==> config.mk <==
export PLATFORM = sky130hd
export DESIGN_NAME = s2mm_rx_arb
export DESIGN_NICKNAME = d
export VERILOG_FILES = /design/src/rtl/s2mm_pkg.sv /design/src/rtl/axis_skid_slice.sv /design/src/rtl/s2mm_rx_arb.sv
export SDC_FILE = /design/constraint.sdc
export NUM_CORES = 1
export LEC_CHECK = 0
export ABC_AREA = 1
export BUFFER_PORTS_ARGS = -buffer_cell sky130_fd_sc_hd__buf_2
export CORE_AREA = 2 2 169 171
export DETAILED_ROUTE_END_ITERATION = 7
export DIE_AREA = 0 0 171 173
export HOLD_SLACK_MARGIN = 0.03
export PLACE_DENSITY = 0.85
export SETUP_SLACK_MARGIN = 0.02
export SYNTH_ARGS = -nofsm -noshare
export SYNTH_HDL_FRONTEND = slang
export SYNTH_HIERARCHICAL = 1
export SYNTH_SLANG_ARGS = --single-unit
==> constraint.sdc <==
create_clock -name s2mm_clk -period 3.7 [get_ports s2mm_clk]
set_input_delay 0.555 -clock s2mm_clk [delete_from_list [all_inputs] [get_ports s2mm_clk]]
set_output_delay 0.555 -clock s2mm_clk [all_outputs]
set_load 0.01 [all_outputs]
==> src/rtl/s2mm_pkg.sv <==
// Shared definitions for the two-port S2MM receive arbiter.
// Holds the arbiter state encoding, the FIFO word widths and the bit positions
// of the sideband fields inside the good (data) and ctrl (status) FIFO words.
package s2mm_pkg;

  typedef enum logic [1:0] {
    S_IDLE = 2'd0,
    S_DATA = 2'd1,
    S_CTRL = 2'd2,
    S_DONE = 2'd3
  } state_e;

  // Good FIFO word: [72]=eof, [71:64]=byte keep, [63:0]=data
  localparam int GOOD_W       = 73;
  localparam int GOOD_EOF     = 72;
  localparam int GOOD_KEEP_HI = 71;
  localparam int GOOD_KEEP_LO = 64;

  // Ctrl FIFO word: [36]=last, [35:32]=keep, [31:0]=status
  localparam int CTRL_W       = 37;
  localparam int CTRL_LAST    = 36;
  localparam int CTRL_KEEP_HI = 35;
  localparam int CTRL_KEEP_LO = 32;

  localparam int DEF_CTRL_WORDS = 6;

endpackage

==> src/rtl/axis_skid_slice.sv <==
// Two-entry AXI-stream register slice.
// Ports:
//   clk, rst          clock, synchronous active-high reset
//   s_valid/s_ready   upstream handshake; s_ready is a flop output
//   s_data            upstream payload
//   m_valid/m_ready   downstream handshake; m_valid is a flop output
//   m_data            downstream payload (registered)
// The skid entry catches the one word that may arrive in the cycle after the
// downstream stalls, so s_ready can be registered without losing throughput.
module axis_skid_slice #(
  parameter int WIDTH = 8
) (
  input  logic             clk,
  input  logic             rst,
  input  logic             s_valid,
  output logic             s_ready,
  input  logic [WIDTH-1:0] s_data,
  output logic             m_valid,
  input  logic             m_ready,
  output logic [WIDTH-1:0] m_data
);

  logic             m_valid_q, m_valid_d;
  logic [WIDTH-1:0] m_data_q, m_data_d;
  logic             skid_valid_q, skid_valid_d;
  logic [WIDTH-1:0] skid_data_q, skid_data_d;
  logic             s_ready_q, s_ready_d;
  logic             acc;

  always_comb begin
    m_valid_d    = m_valid_q;
    m_data_d     = m_data_q;
    skid_valid_d = skid_valid_q;
    skid_data_d  = skid_data_q;
    acc          = s_valid & s_ready_q;
    if (m_ready || !m_valid_q) begin
      // Output register frees up: refill from skid first to keep order.
      if (skid_valid_q) begin
        m_valid_d    = 1'b1;
        m_data_d     = skid_data_q;
        skid_valid_d = 1'b0;
      end else begin
        m_valid_d = acc;
        if (acc) m_data_d = s_data;
      end
    end else if (acc) begin
      skid_valid_d = 1'b1;
      skid_data_d  = s_data;
    end
    s_ready_d = !skid_valid_d;
  end

  always_ff @(posedge clk) begin
    if (rst) begin
      m_valid_q    <= 1'b0;
      m_data_q     <= '0;
      skid_valid_q <= 1'b0;
      skid_data_q  <= '0;
      s_ready_q    <= 1'b1;
    end else begin
      m_valid_q    <= m_valid_d;
      m_data_q     <= m_data_d;
      skid_valid_q <= skid_valid_d;
      skid_data_q  <= skid_data_d;
      s_ready_q    <= s_ready_d;
    end
  end

  assign s_ready = s_ready_q;
  assign m_valid = m_valid_q;
  assign m_data  = m_data_q;

endmodule

==> src/rtl/s2mm_rx_arb.sv <==
// Frame-atomic arbiter sharing one S2MM DMA channel between two RX ports.
// A port requests when its ctrl FIFO is non-empty (a whole frame is buffered).
// Per grant: stream the frame's data beats to RXD, then its status words to
// RXS, spend one DONE cycle on bookkeeping, then re-arbitrate.
// Ports:
//   s2mm_clk, s2mm_reset         clock, synchronous active-high reset
//   pN_good_fifo_*               FWFT data FIFO of port N (rdata/empty/rden)
//   pN_ctrl_fifo_*               FWFT status FIFO of port N (rdata/empty/rden)
//   m_axis_rxd_*                 64-bit data stream to the DMA
//   m_axis_rxs_*                 32-bit status stream to the DMA
//   rx_port_sel                  currently granted port
//   frame_cnt_p0/p1              frames forwarded per port (wrapping)
//   ctrl_err                     sticky status-word count mismatch
//   s2mm_arb_dbg                 {ctrl_err, grant, state[1:0]}
module s2mm_rx_arb
  import s2mm_pkg::*;
#(
  parameter int C_FIXED_PRIO = 0,
  parameter int C_CTRL_WORDS = DEF_CTRL_WORDS
) (
  input  logic              s2mm_clk,
  input  logic              s2mm_reset,
  input  logic [GOOD_W-1:0] p0_good_fifo_rdata,
  input  logic              p0_good_fifo_empty,
  output logic              p0_good_fifo_rden,
  input  logic [CTRL_W-1:0] p0_ctrl_fifo_rdata,
  input  logic              p0_ctrl_fifo_empty,
  output logic              p0_ctrl_fifo_rden,
  input  logic [GOOD_W-1:0] p1_good_fifo_rdata,
  input  logic              p1_good_fifo_empty,
  output logic              p1_good_fifo_rden,
  input  logic [CTRL_W-1:0] p1_ctrl_fifo_rdata,
  input  logic              p1_ctrl_fifo_empty,
  output logic              p1_ctrl_fifo_rden,
  output logic [63:0]       m_axis_rxd_tdata,
  output logic [7:0]        m_axis_rxd_tkeep,
  output logic              m_axis_rxd_tlast,
  output logic              m_axis_rxd_tvalid,
  input  logic              m_axis_rxd_tready,
  output logic [31:0]       m_axis_rxs_tdata,
  output logic [3:0]        m_axis_rxs_tkeep,
  output logic              m_axis_rxs_tlast,
  output logic              m_axis_rxs_tvalid,
  input  logic              m_axis_rxs_tready,
  output logic              rx_port_sel,
  output logic [31:0]       frame_cnt_p0,
  output logic [31:0]       frame_cnt_p1,
  output logic              ctrl_err,
  output logic [3:0]        s2mm_arb_dbg
);

  state_e      state_q, state_d;
  logic        grant_q, grant_d;
  logic        last_grant_q, last_grant_d;
  logic [3:0]  word_cnt_q, word_cnt_d;
  logic [31:0] frame_cnt_p0_q, frame_cnt_p0_d;
  logic [31:0] frame_cnt_p1_q, frame_cnt_p1_d;
  logic        ctrl_err_q, ctrl_err_d;

  logic              req0, req1;
  logic              g_empty, c_empty;
  logic [GOOD_W-1:0] g_rdata, rxd_m_data;
  logic [CTRL_W-1:0] c_rdata, rxs_m_data;
  logic              good_rden, ctrl_rden;
  logic              rxd_s_ready, rxs_s_ready;
  logic [4:0]        word_inc;

  assign req0    = !p0_ctrl_fifo_empty;
  assign req1    = !p1_ctrl_fifo_empty;
  assign g_empty = grant_q ? p1_good_fifo_empty : p0_good_fifo_empty;
  assign g_rdata = grant_q ? p1_good_fifo_rdata : p0_good_fifo_rdata;
  assign c_empty = grant_q ? p1_ctrl_fifo_empty : p0_ctrl_fifo_empty;
  assign c_rdata = grant_q ? p1_ctrl_fifo_rdata : p0_ctrl_fifo_rdata;
  // One bit wider so a saturated count still compares correctly.
  assign word_inc = {1'b0, word_cnt_q} + 5'd1;

  always_comb begin
    state_d        = state_q;
    grant_d        = grant_q;
    last_grant_d   = last_grant_q;
    word_cnt_d     = word_cnt_q;
    frame_cnt_p0_d = frame_cnt_p0_q;
    frame_cnt_p1_d = frame_cnt_p1_q;
    ctrl_err_d     = ctrl_err_q;
    good_rden      = 1'b0;
    ctrl_rden      = 1'b0;
    case (state_q)
      S_IDLE: begin
        if (req0 || req1) begin
          if (req0 && req1) grant_d = (C_FIXED_PRIO != 0) ? 1'b0 : ~last_grant_q;
          else              grant_d = req1;
          state_d = S_DATA;
        end
      end
      S_DATA: begin
        good_rden = !g_empty && rxd_s_ready;
        if (good_rden && g_rdata[GOOD_EOF]) state_d = S_CTRL;
      end
      S_CTRL: begin
        ctrl_rden = !c_empty && rxs_s_ready;
        if (ctrl_rden) begin
          if (word_cnt_q != 4'hF) word_cnt_d = word_cnt_q + 4'd1;
          if (c_rdata[CTRL_LAST]) begin
            state_d = S_DONE;
            if (word_inc != 5'(C_CTRL_WORDS)) ctrl_err_d = 1'b1;
          end else if (word_inc >= 5'd15) begin
            // Runaway status list: flag it but keep draining until last.
            ctrl_err_d = 1'b1;
          end
        end
      end
      S_DONE: begin
        last_grant_d = grant_q;
        if (grant_q) frame_cnt_p1_d = frame_cnt_p1_q + 32'd1;
        else         frame_cnt_p0_d = frame_cnt_p0_q + 32'd1;
        word_cnt_d = 4'd0;
        state_d    = S_IDLE;
      end
      default: state_d = S_IDLE;
    endcase
  end

  always_ff @(posedge s2mm_clk) begin
    if (s2mm_reset) begin
      state_q        <= S_IDLE;
      grant_q        <= 1'b0;
      last_grant_q   <= 1'b1;
      word_cnt_q     <= 4'd0;
      frame_cnt_p0_q <= 32'd0;
      frame_cnt_p1_q <= 32'd0;
      ctrl_err_q     <= 1'b0;
    end else begin
      state_q        <= state_d;
      grant_q        <= grant_d;
      last_grant_q   <= last_grant_d;
      word_cnt_q     <= word_cnt_d;
      frame_cnt_p0_q <= frame_cnt_p0_d;
      frame_cnt_p1_q <= frame_cnt_p1_d;
      ctrl_err_q     <= ctrl_err_d;
    end
  end

  assign p0_good_fifo_rden = good_rden & ~grant_q;
  assign p1_good_fifo_rden = good_rden &  grant_q;
  assign p0_ctrl_fifo_rden = ctrl_rden & ~grant_q;
  assign p1_ctrl_fifo_rden = ctrl_rden &  grant_q;

  // The FIFO word layout is kept as-is through the slice and split at the edge.
  axis_skid_slice #(.WIDTH(GOOD_W)) u_rxd_slice (
    .clk     (s2mm_clk),
    .rst     (s2mm_reset),
    .s_valid (good_rden),
    .s_ready (rxd_s_ready),
    .s_data  (g_rdata),
    .m_valid (m_axis_rxd_tvalid),
    .m_ready (m_axis_rxd_tready),
    .m_data  (rxd_m_data)
  );

  axis_skid_slice #(.WIDTH(CTRL_W)) u_rxs_slice (
    .clk     (s2mm_clk),
    .rst     (s2mm_reset),
    .s_valid (ctrl_rden),
    .s_ready (rxs_s_ready),
    .s_data  (c_rdata),
    .m_valid (m_axis_rxs_tvalid),
    .m_ready (m_axis_rxs_tready),
    .m_data  (rxs_m_data)
  );

  assign m_axis_rxd_tdata = rxd_m_data[63:0];
  assign m_axis_rxd_tkeep = rxd_m_data[GOOD_KEEP_HI:GOOD_KEEP_LO];
  assign m_axis_rxd_tlast = rxd_m_data[GOOD_EOF];
  assign m_axis_rxs_tdata = rxs_m_data[31:0];
  assign m_axis_rxs_tkeep = rxs_m_data[CTRL_KEEP_HI:CTRL_KEEP_LO];
  assign m_axis_rxs_tlast = rxs_m_data[CTRL_LAST];

  assign rx_port_sel  = grant_q;
  assign frame_cnt_p0 = frame_cnt_p0_q;
  assign frame_cnt_p1 = frame_cnt_p1_q;
  assign ctrl_err     = ctrl_err_q;
  assign s2mm_arb_dbg = {ctrl_err_q, grant_q, state_q};

endmodule

==> Yosys cells after proc, flatten, opt, wreduce, memory -nomap -nowiden <==
Cells that the tools add are included.
{ "classes": {"mux": 28, "add_sub_neg": 4, "n_eq_ne": 11, "n_bitwise": 10, "n_lt_le_gt_ge": 1, "reduce_logical": 30} }
{ "op_table": {"columns": ["cell", "n"], "rows": [
  ["$mux 73", 3],
  ["$mux 37", 3],
  ["$add 32x1->32 const B", 2],
  ["$mux 1", 14],
  ["$reduce_and 2->1", 7],
  ["$ne 2x2->1 const B", 5],
  ["$logic_not 1->1", 8],
  ["$mux 2", 4],
  ["$mux 4", 2],
  ["$pmux 2 s4", 1],
  ["$pmux 4 s2", 1],
  ["$reduce_and 4->1", 2],
  ["$reduce_bool 2->1", 4],
  ["$and 1x1->1", 6],
  ["$add 4x1->5 const B", 1],
  ["$ge 5x4->1 const B", 1],
  ["$ne 5x3->1 const B", 1],
  ["$add 4x1->4 const B", 1],
  ["$eq 2x2->1 const B", 2],
  ["$logic_and 1x1->1", 4],
  ["$ne 4x4->1 const B", 1],
  ["$not 1->1", 4],
  ["$logic_or 1x1->1", 3],
  ["$reduce_and 3->1", 1],
  ["3 further kinds", 3]
]} }
{ "totals": {"word_cells": 101, "output_inout_bits": 186, "inputBits": 228, "regBits": 299} }

==> Logic depth before layout (Yosys ltp) <==
Gate-level depths: netlist of the first run.
{ "depth": {"word_depth": 8, "mapped_depth": 14, "depth_no_buf": 11} }

==> Cells and area by module <==
The synthesis of the first run kept the hierarchy.
{ "by_module_without_submodules": {"columns": ["module", "area_each_um2", "cells_per_inst", "n_inst", "seq_area_each_um2"], "rows": [
  ["axis_skid_slice at u_rxd_slice", 6767.7, 1101, 1, 2982.9],
  ["s2mm_rx_arb", 5562.8, 1013, 1, 1461.4],
  ["axis_skid_slice at u_rxs_slice", 3484.6, 565, 1, 1541.5]
]} }

==> Least setup slack after synthesis of the first run <==
No wires, ideal clock.
{ "synth_timing": {"path_kind": "register to register", "startpoint": "reg state_q[0]", "endpoint": "reg u_rxs_slice.skid_data_q[3]", "path_slack_ns": 1.991, "synth_period_minus_slack_ns": 1.709, "t_required_ns": 3.587, "arrival_time_ns": 1.595, "n_path_buf": 2, "setup_ns": 0.113, "path_stages_with_launch": 12, "path_cell_list": "dfxtp_1 > inv_1 > ha_1 > nand4_2 > inv_1 > nand2_1 > nor2_1 > buf_2 > buf_2 > nand2_1 > nand2_1 > nor2_1"} }
{ "synth_via": {"elab_chain_len": 4} }
{ "synth_rtl": {"columns": ["item", "line_no", "source"], "rows": [
  ["start, declared", "s2mm_rx_arb.sv:52", "state_e state_q, state_d;"],
  ["start signal, assigned", "s2mm_rx_arb.sv:133", "state_q <= state_d;"],
  ["$eq 2x2->1", "s2mm_rx_arb.sv:87", "case (state_q)"],
  ["$mux 1", "s2mm_rx_arb.sv:87", null],
  ["named net ctrl_rden", "s2mm_rx_arb.sv:64", "logic good_rden, ctrl_rden;"],
  ["$and 1x1->1", "axis_skid_slice.sv:35", "acc = s_valid & s_ready_q;"],
  ["$reduce_and 2->1 (no source line)", null, null],
  ["end signal, assigned", "axis_skid_slice.sv:64", "skid_data_q <= skid_data_d;"],
  ["end, declared", "axis_skid_slice.sv:26", "logic [WIDTH-1:0] skid_data_q, skid_data_d;"]
]} }
The timed path passes the listed nets, and every way through them passes these cells.
A chain may end at the register's enable or synchronous reset.

==> Worst setup path in the final report of the first run <==
{ "layout_timing": {"startpoint": "reg grant_q, in the netlist rx_port_sel", "endpoint": "out p1_good_fifo_rden"} }
{ "layout_via": {"elab_chain_len": 5} }
{ "layout_rtl": {"columns": ["item", "line_no", "source"], "rows": [
  ["start, declared", "s2mm_rx_arb.sv:53", "logic grant_q, grant_d;"],
  ["start signal, assigned", "s2mm_rx_arb.sv:134", "grant_q <= grant_d;"],
  ["$mux 1", "s2mm_rx_arb.sv:70", "assign g_empty = grant_q ? p1_good_fifo_empty : p0_good_fifo_empty;"],
  ["$logic_not 1->1", "s2mm_rx_arb.sv:96", "good_rden = !g_empty && rxd_s_ready;"],
  ["$logic_and 1x1->1", "s2mm_rx_arb.sv:96", null],
  ["$mux 1", "s2mm_rx_arb.sv:87", null],
  ["$and 1x1->1 (*)", "s2mm_rx_arb.sv:144", "assign p1_good_fifo_rden = good_rden & grant_q;"],
  ["end, declared", "s2mm_rx_arb.sv:31", "output logic p1_good_fifo_rden,"]
]} }
Every way passes the cells marked *; elsewhere a longest branch is shown, timed or not.

==> results.sh, run 1 <==
export IMPL_endpoint_kind="output port"
export IMPL_cap_violations=0
export IMPL_wl_per_cell_microns=12.4
export IMPL_hold_violations=0
export IMPL_skew_ns=0.0150
export IMPL_syn_inst=2679
export IMPL_cts_tree="yes"
export IMPL_cts_sinks=299
export IMPL_hold_start="p1_ctrl_fifo_empty"
export IMPL_ir_worst_vdd_uv=351
export IMPL_root_buffer="clkbuf_16"
export IMPL_coreArea_sq_mm=0.0276
export IMPL_grt_max_degree=116
export IMPL_synth_area_sq_mm=0.0158
export IMPL_wirelength_microns=42100
export IMPL_area_growth_pct=19.5
export IMPL_holdPathStages=4
export IMPL_grt_pass1_wl_microns=67200
export IMPL_antenna_found_initial=1
export IMPL_die_x_microns=171
export IMPL_worst_slack_ns=0.754
export IMPL_max_slew_margin=0.201
export IMPL_arrival_ns=2.39
export IMPL_cts_setup_buffers=0
export IMPL_setup_viol=0
export IMPL_finalCritPeriodShare=0.796
export IMPL_slew_viol_final=0
export IMPL_p_leak_nw=10.1
export IMPL_fmax_ghz=0.339
export IMPL_viasPerCell=4.87
export IMPL_setup_tns_ns=0
export IMPL_diodes=0
export IMPL_insertion_delay_ns=0.55
export IMPL_rsz0062_at_grt="no"
export IMPL_pre_cts_slack_ns=0.994
export IMPL_drt_iter0_drc=1377
export IMPL_globalRouteTotalUtil=0.268
export IMPL_critPathLaunchType="register"
export IMPL_cts_hold_buf=0
export IMPL_drive_gt1_frac=0.176
export IMPL_worst_r2r_cell_count=10
export IMPL_power_density_mw_per_mm2=511
export IMPL_clkTransAtPathRegs_ns=0.06
export IMPL_hold_path_class="in -> reg"
export IMPL_dp_hpwl_microns=29200
export IMPL_regToRegSetupSlack_ns=0.98
export IMPL_drc=0
export IMPL_grt_pass1_vias=14600
export IMPL_final_nets=3249
export IMPL_place_port_buffers=413
export IMPL_ys_types=36
export IMPL_ios=414
export IMPL_gp_congestion=0.896
export IMPL_ys_ff_latch=299
export IMPL_ctsResizeCount=0
export IMPL_start_util=0.572
export IMPL_clockBufferDepth=3
export IMPL_crit_fanout=115
export IMPL_cts_inserted_buffers=31
export IMPL_hold_end="rx_port_sel$_SDFFE_PP0P_"
export IMPL_yosysWarnings=6
export IMPL_final_core_util=0.684
export IMPL_run_status="complete, no violations"
export IMPL_syn_nets=2917
export IMPL_ys_seq_area_frac=0.378
export IMPL_crit_required_ns=3.14
export IMPL_dieArea_sq_mm=0.0296
export IMPL_worst_pin_slew_ns=1.20
export IMPL_crit_type="reg -> out"
export IMPL_vias=16600
export IMPL_layout_min_cycle_time_ns=2.95
export IMPL_htreeDepth=1
export IMPL_overflow=0
export IMPL_antenna_left=0
export IMPL_drt_pre_antenna_iters=5
export IMPL_reg2reg_from="rx_port_sel$_SDFFE_PP0P_"
export IMPL_rr_endpoint="u_rxd_slice/skid_data_q[41]$_SDFFE_PP0P_"
export IMPL_dieHeight_microns=173
export IMPL_synth_area_per_cell_sq_um=5.90
export IMPL_rows=61
sequential cells by signal, indices dropped and copies added, names as in the netlist:
signal                    count
u_rxs_slice/skid_data_q      37
u_rxd_slice/skid_data_q      73
u_rxs_slice/m_data           37
u_rxs_slice/skid_valid_q      1
u_rxd_slice/s_ready           1
u_rxd_slice/skid_valid_q      1
last_grant_q                  1
u_rxs_slice/s_ready           1
state_q                       2
ctrl_err                      1
u_rxd_slice/m_data           73
u_rxs_slice/m_valid           1
u_rxd_slice/m_valid           1
rx_port_sel                   1
word_cnt_q                    4
frame_cnt_p0                 32
frame_cnt_p1                 32
per-stage QoR:
step,instance area [sq um],cells,power (mW),hold slack (ns)
after floorplan,15800,2679,5.66,0.429
final,18900,3410,9.66,0.327
after detailed placement,17900,3356,6.54,0.454
after global routing,18900,3410,10.2,0.355
after CTS,18900,3410,9.70,0.304
after global placement,17900,3356,6.45,0.442
metal layers:
metal | wire length (microns) | vias up | track usage
li1 | - | 8610 | -
met1 | 17400 | 7331 | 0.328
met2 | 20400 | 562 | 0.477
met3 | 2950 | 93 | 0.0396
met4 | 1280 | 2 | 0.0893
met5 | 13 | - | 0
layout by cell type (no fill, tap or decap), drive strengths merged:
cell type | Yosys | final
a21oi | 33 | 33
a31o | 1 | 1
a31oi | 3 | 3
buf | 84 | 429
bufinv | 0 | 3
clkbuf | 46 | 46
clkinv | 3 | 8
clkinvlp | 0 | 1
dfxtp | 299 | 299
ha | 10 | 10
inv | 327 | 326
nand2 | 1053 | 1053
nand3 | 58 | 58
nand3b | 1 | 1
nand4 | 18 | 18
nor2 | 585 | 585
nor3 | 9 | 9
nor3b | 1 | 1
o21a | 4 | 4
o21ai | 136 | 136
o21bai | 2 | 2
xnor2 | 2 | 2
xor2 | 4 | 4
Yosys cell counts (all sizes together):
cell	number	area [sq um]
o21a	4	30.0
nand4	18	119
a31oi	3	18.8
a21oi	33	165
ha	10	125
o21ai	136	681
a31o	1	8.76
o21bai	2	18.8
nand3b	1	7.51
inv	327	1230
dfxtp	299	5990
xor2	4	35.0
nor3	9	45.0
nand2	1053	3990
buf	84	508
nand3	58	315
nor3b	1	7.51
nor2	585	2320
clkinv	3	12.5
clkbuf	46	173
xnor2	2	17.5
logic make-up after synthesis:
family	after synthesis	share of synthesized area
buf+inv	460	0.122
xor+xnor	6	0.00332
simple gates	1725	0.430
compound gates	179	0.0583
flops	299	0.378
fa+ha+maj	10	0.00791
layout make-up:
type | count | area, sq um
fillers | 2458 | 8730
multi-input cells | 1920 | 7930
flip-flops and latches | 299 | 5990
repair buffers | 429 | 2220
inverters | 330 | 1250
clock buffers | 46 | 912
well taps | 378 | 473
clock inverters | 8 | 118
critical path, stage by stage (launching register included):
cell      delay (ns)
dfxtp_4         0.52
clkinv_2        0.11
buf_4           0.87
nor2_1          0.11
buf_2           0.21
worst max path at each step:
| stage | startpoint | endpoint | depth (start not counted) |
|---|---|---|---|
| finish | rx_port_sel$_SDFFE_PP0P_ | p1_good_fifo_rden | 4 |
| global route | rx_port_sel$_SDFFE_PP0P_ | p1_good_fifo_rden | 4 |
| CTS | rx_port_sel$_SDFFE_PP0P_ | p1_good_fifo_rden | 4 |
| detailed placement | rx_port_sel$_SDFFE_PP0P_ | u_rxd_slice/m_data[46]$_SDFFE_PP0P_ | 12 |
| global placement | rx_port_sel$_SDFFE_PP0P_ | u_rxd_slice/m_data[50]$_SDFFE_PP0P_ | 12 |
| floorplan | state_q[0]$_SDFFE_PP0P_ | u_rxs_slice/skid_data_q[3]$_SDFFE_PP0P_ | 11 |
report_power, final:
group          internal (mW)  switching (mW)  leakage, nW
clock network           1.89            1.26        0.506
registers               3.61           0.266         2.42
logic                  0.928            1.70         7.16
Note: power is estimated with default switching activity, not from simulation.
==> run 2: changes to the inputs <==
- CORE_AREA: 2 2 169 171 -> 2 2 183 185
- DIE_AREA: 0 0 171 173 -> 0 0 185 187
- PLACE_DENSITY: 0.85 -> 0.77
- clock period: 3.7 -> 2.5 ns (I/O delays scaled with it)
==> run 2 against run 1 <==
Against the previous run:
- global-route usage down 3.7 points
- non-clock buffer count up 5
- worst hold slack worse by 0.13 ns
- clock skew down 0.00087 ns
- register-to-register slack worse by 0.60 ns
- largest cell class unchanged
==> results.sh, run 2 (same netlist as run 1, synthesis figures left out) <==
export IMPL_drive_gt1_frac=0.177
export IMPL_p_leak_nw=10.1
export IMPL_vias=16400
export IMPL_hold_end="rx_port_sel$_SDFFE_PP0P_"
export IMPL_area_growth_pct=20.8
export IMPL_slew_viol_final=0
export IMPL_wl_per_cell_microns=11.9
export IMPL_hold_path_class="in -> reg"
export IMPL_hold_start="p1_ctrl_fifo_empty"
export IMPL_crit_type="reg -> out"
export IMPL_cts_hold_buf=0
export IMPL_layout_commonest_cell="nand2_1"
export IMPL_holdPathStages=4
export IMPL_insertion_delay_ns=0.51
export IMPL_ios=414
export IMPL_power_density_mw_per_mm2=749
export IMPL_crit_chain="nor2_1 > nor2_1 > nand2_1 > buf_4 > nor2_1 > buf_2"
export IMPL_ctsResizeCount=0
export IMPL_crit_required_ns=2.12
export IMPL_cts_sinks=299
export IMPL_place_port_buffers=413
export IMPL_ir_worst_vdd_uv=412
export IMPL_regToRegSetupSlack_ns=0.38
export IMPL_start_util=0.481
export IMPL_worst_pin_slew_ns=0.723
export IMPL_grt_max_degree=147
export IMPL_dieArea_sq_mm=0.0346
export IMPL_run_status="complete, no violations"
export IMPL_crit_fanout=22
export IMPL_cts_inserted_buffers=35
export IMPL_max_slew_margin=0.518
export IMPL_dp_hpwl_microns=29100
export IMPL_worst_r2r_cell_count=10
export IMPL_clockBufferDepth=3
export IMPL_skew_ns=0.0141
export IMPL_antenna_found_initial=3
export IMPL_coreArea_sq_mm=0.0329
export IMPL_wirelength_microns=41600
export IMPL_clkTransAtPathRegs_ns=0.05
export IMPL_layout_min_cycle_time_ns=2.20
export IMPL_fmax_ghz=0.455
export IMPL_multi_input_area_sq_mm=0.00793
export IMPL_cpMostUsedCell="nor2_1"
export IMPL_dieHeight_microns=187
export IMPL_endpoint_kind="output port"
export IMPL_n_fill_cell=3267
export IMPL_arrival_ns=1.82
export IMPL_antenna_left=0
export IMPL_rsz0062_at_grt="no"
export IMPL_cts_setup_buffers=0
export IMPL_critPathMaxStageDelay_ns=0.50
export IMPL_rr_endpoint="u_rxd_slice/skid_data_q[3]$_SDFFE_PP0P_"
export IMPL_cpMaxStageDelayCell="dfxtp_4"
export IMPL_cap_violations=0
export IMPL_hold_violations=0
export IMPL_setup_tns_ns=0
export IMPL_overflow=0
export IMPL_setup_viol=0
export IMPL_grt_pass1_wl_microns=67400
export IMPL_globalRouteTotalUtil=0.231
export IMPL_cts_tree="yes"
export IMPL_drt_iter0_drc=881
export IMPL_seqCellArea_sq_mm=0.00599
export IMPL_drc=0
export IMPL_drt_pre_antenna_iters=5
export IMPL_rows=67
export IMPL_htreeDepth=2
export IMPL_critPathLaunchType="register"
export IMPL_final_nets=3258
export IMPL_startpoint="rx_port_sel$_SDFFE_PP0P_"
export IMPL_root_buffer="clkbuf_16"
export IMPL_total_power_mw=14.3
export IMPL_die_x_microns=185
export IMPL_finalCritPeriodShare=0.880
export IMPL_grt_pass1_vias=14800
export IMPL_most_common_layout_cells="nand2_1, nor2_1, buf_2, inv_1, dfxtp_1"
export IMPL_gp_congestion=0.881
export IMPL_viasPerCell=4.70
export IMPL_reg2reg_from="rx_port_sel$_SDFFE_PP0P_"
run 2: cell types whose count changed in the layout (fill, tap and decap cells not counted), sizes merged:
cell / previous run / this run
buf: 429 / 434
bufinv: 3 / 0
clkbuf: 46 / 52
clkinv: 8 / 5
diode: 0 / 1
inv: 326 / 330
run 2: layout make-up:
class,instances,share of cell area
multi-input cells,1920,0.415
well taps,448,0.0293
inverters,330,0.0654
repair buffers,434,0.122
clock buffers,52,0.0518
diodes,1,0.000131
flip-flops and latches,299,0.314
clock inverters,6,0.00229
run 2: layer usage:
metal | wire length, microns | GRT usage | part of all wire
met1 | 18000 | 0.280 | 0.43
met4 | 1280 | 0.0852 | 0.031
met5 | 27 | 0 | 0.00065
met2 | 19800 | 0.401 | 0.48
met3 | 2470 | 0.0469 | 0.059
run 2: worst max-delay path, delay by kind of cell, from the launching register on:
kind | cells | cell delay [ns]
buf+inv | 2 | 0.31
flops | 1 | 0.50
simple gates | 4 | 0.50
run 2: worst max path at each step:
| stage | end | slack (ns) | cells after the start |
|---|---|---|---|
| 2_1_floorplan | u_rxs_slice/skid_data_q[3]$_SDFFE_PP0P_ | 0.79 | 11 |
| 3_3_place_gp | u_rxd_slice/skid_data_q[28]$_SDFFE_PP0P_ | 0.51 | 10 |
| 3_5_place_dp | u_rxd_slice/skid_data_q[39]$_SDFFE_PP0P_ | 0.44 | 10 |
| 4_1_cts | p0_good_fifo_rden | 0.29 | 6 |
| 5_1_grt | p0_good_fifo_rden | 0.14 | 6 |
| 6_report | p0_good_fifo_rden | 0.30 | 6 |
run 2: stage by stage:
| step | cells | cell area [sq um] | hold slack [ns] | worst slack [ns] | util |
|---|---|---|---|---|---|
| final | 3490 | 19100 | 0.194 | 0.301 | 0.581 |
| after global routing | 3490 | 19100 | 0.230 | 0.139 | 0.581 |
| after CTS | 3489 | 19100 | 0.170 | 0.287 | 0.581 |
| after detailed placement | 3431 | 18100 | 0.455 | 0.441 | 0.550 |
| after global placement | 3431 | 18100 | 0.446 | 0.508 | 0.550 |
| after floorplan | 2679 | 15800 | 0.429 | 0.791 | - |
run 2: power by group:
part           leakage (nW)  switching (mW)  internal (mW)
sequential             2.42           0.336           5.34
clock                 0.503            1.96           2.73
combinational          7.21            2.54           1.40
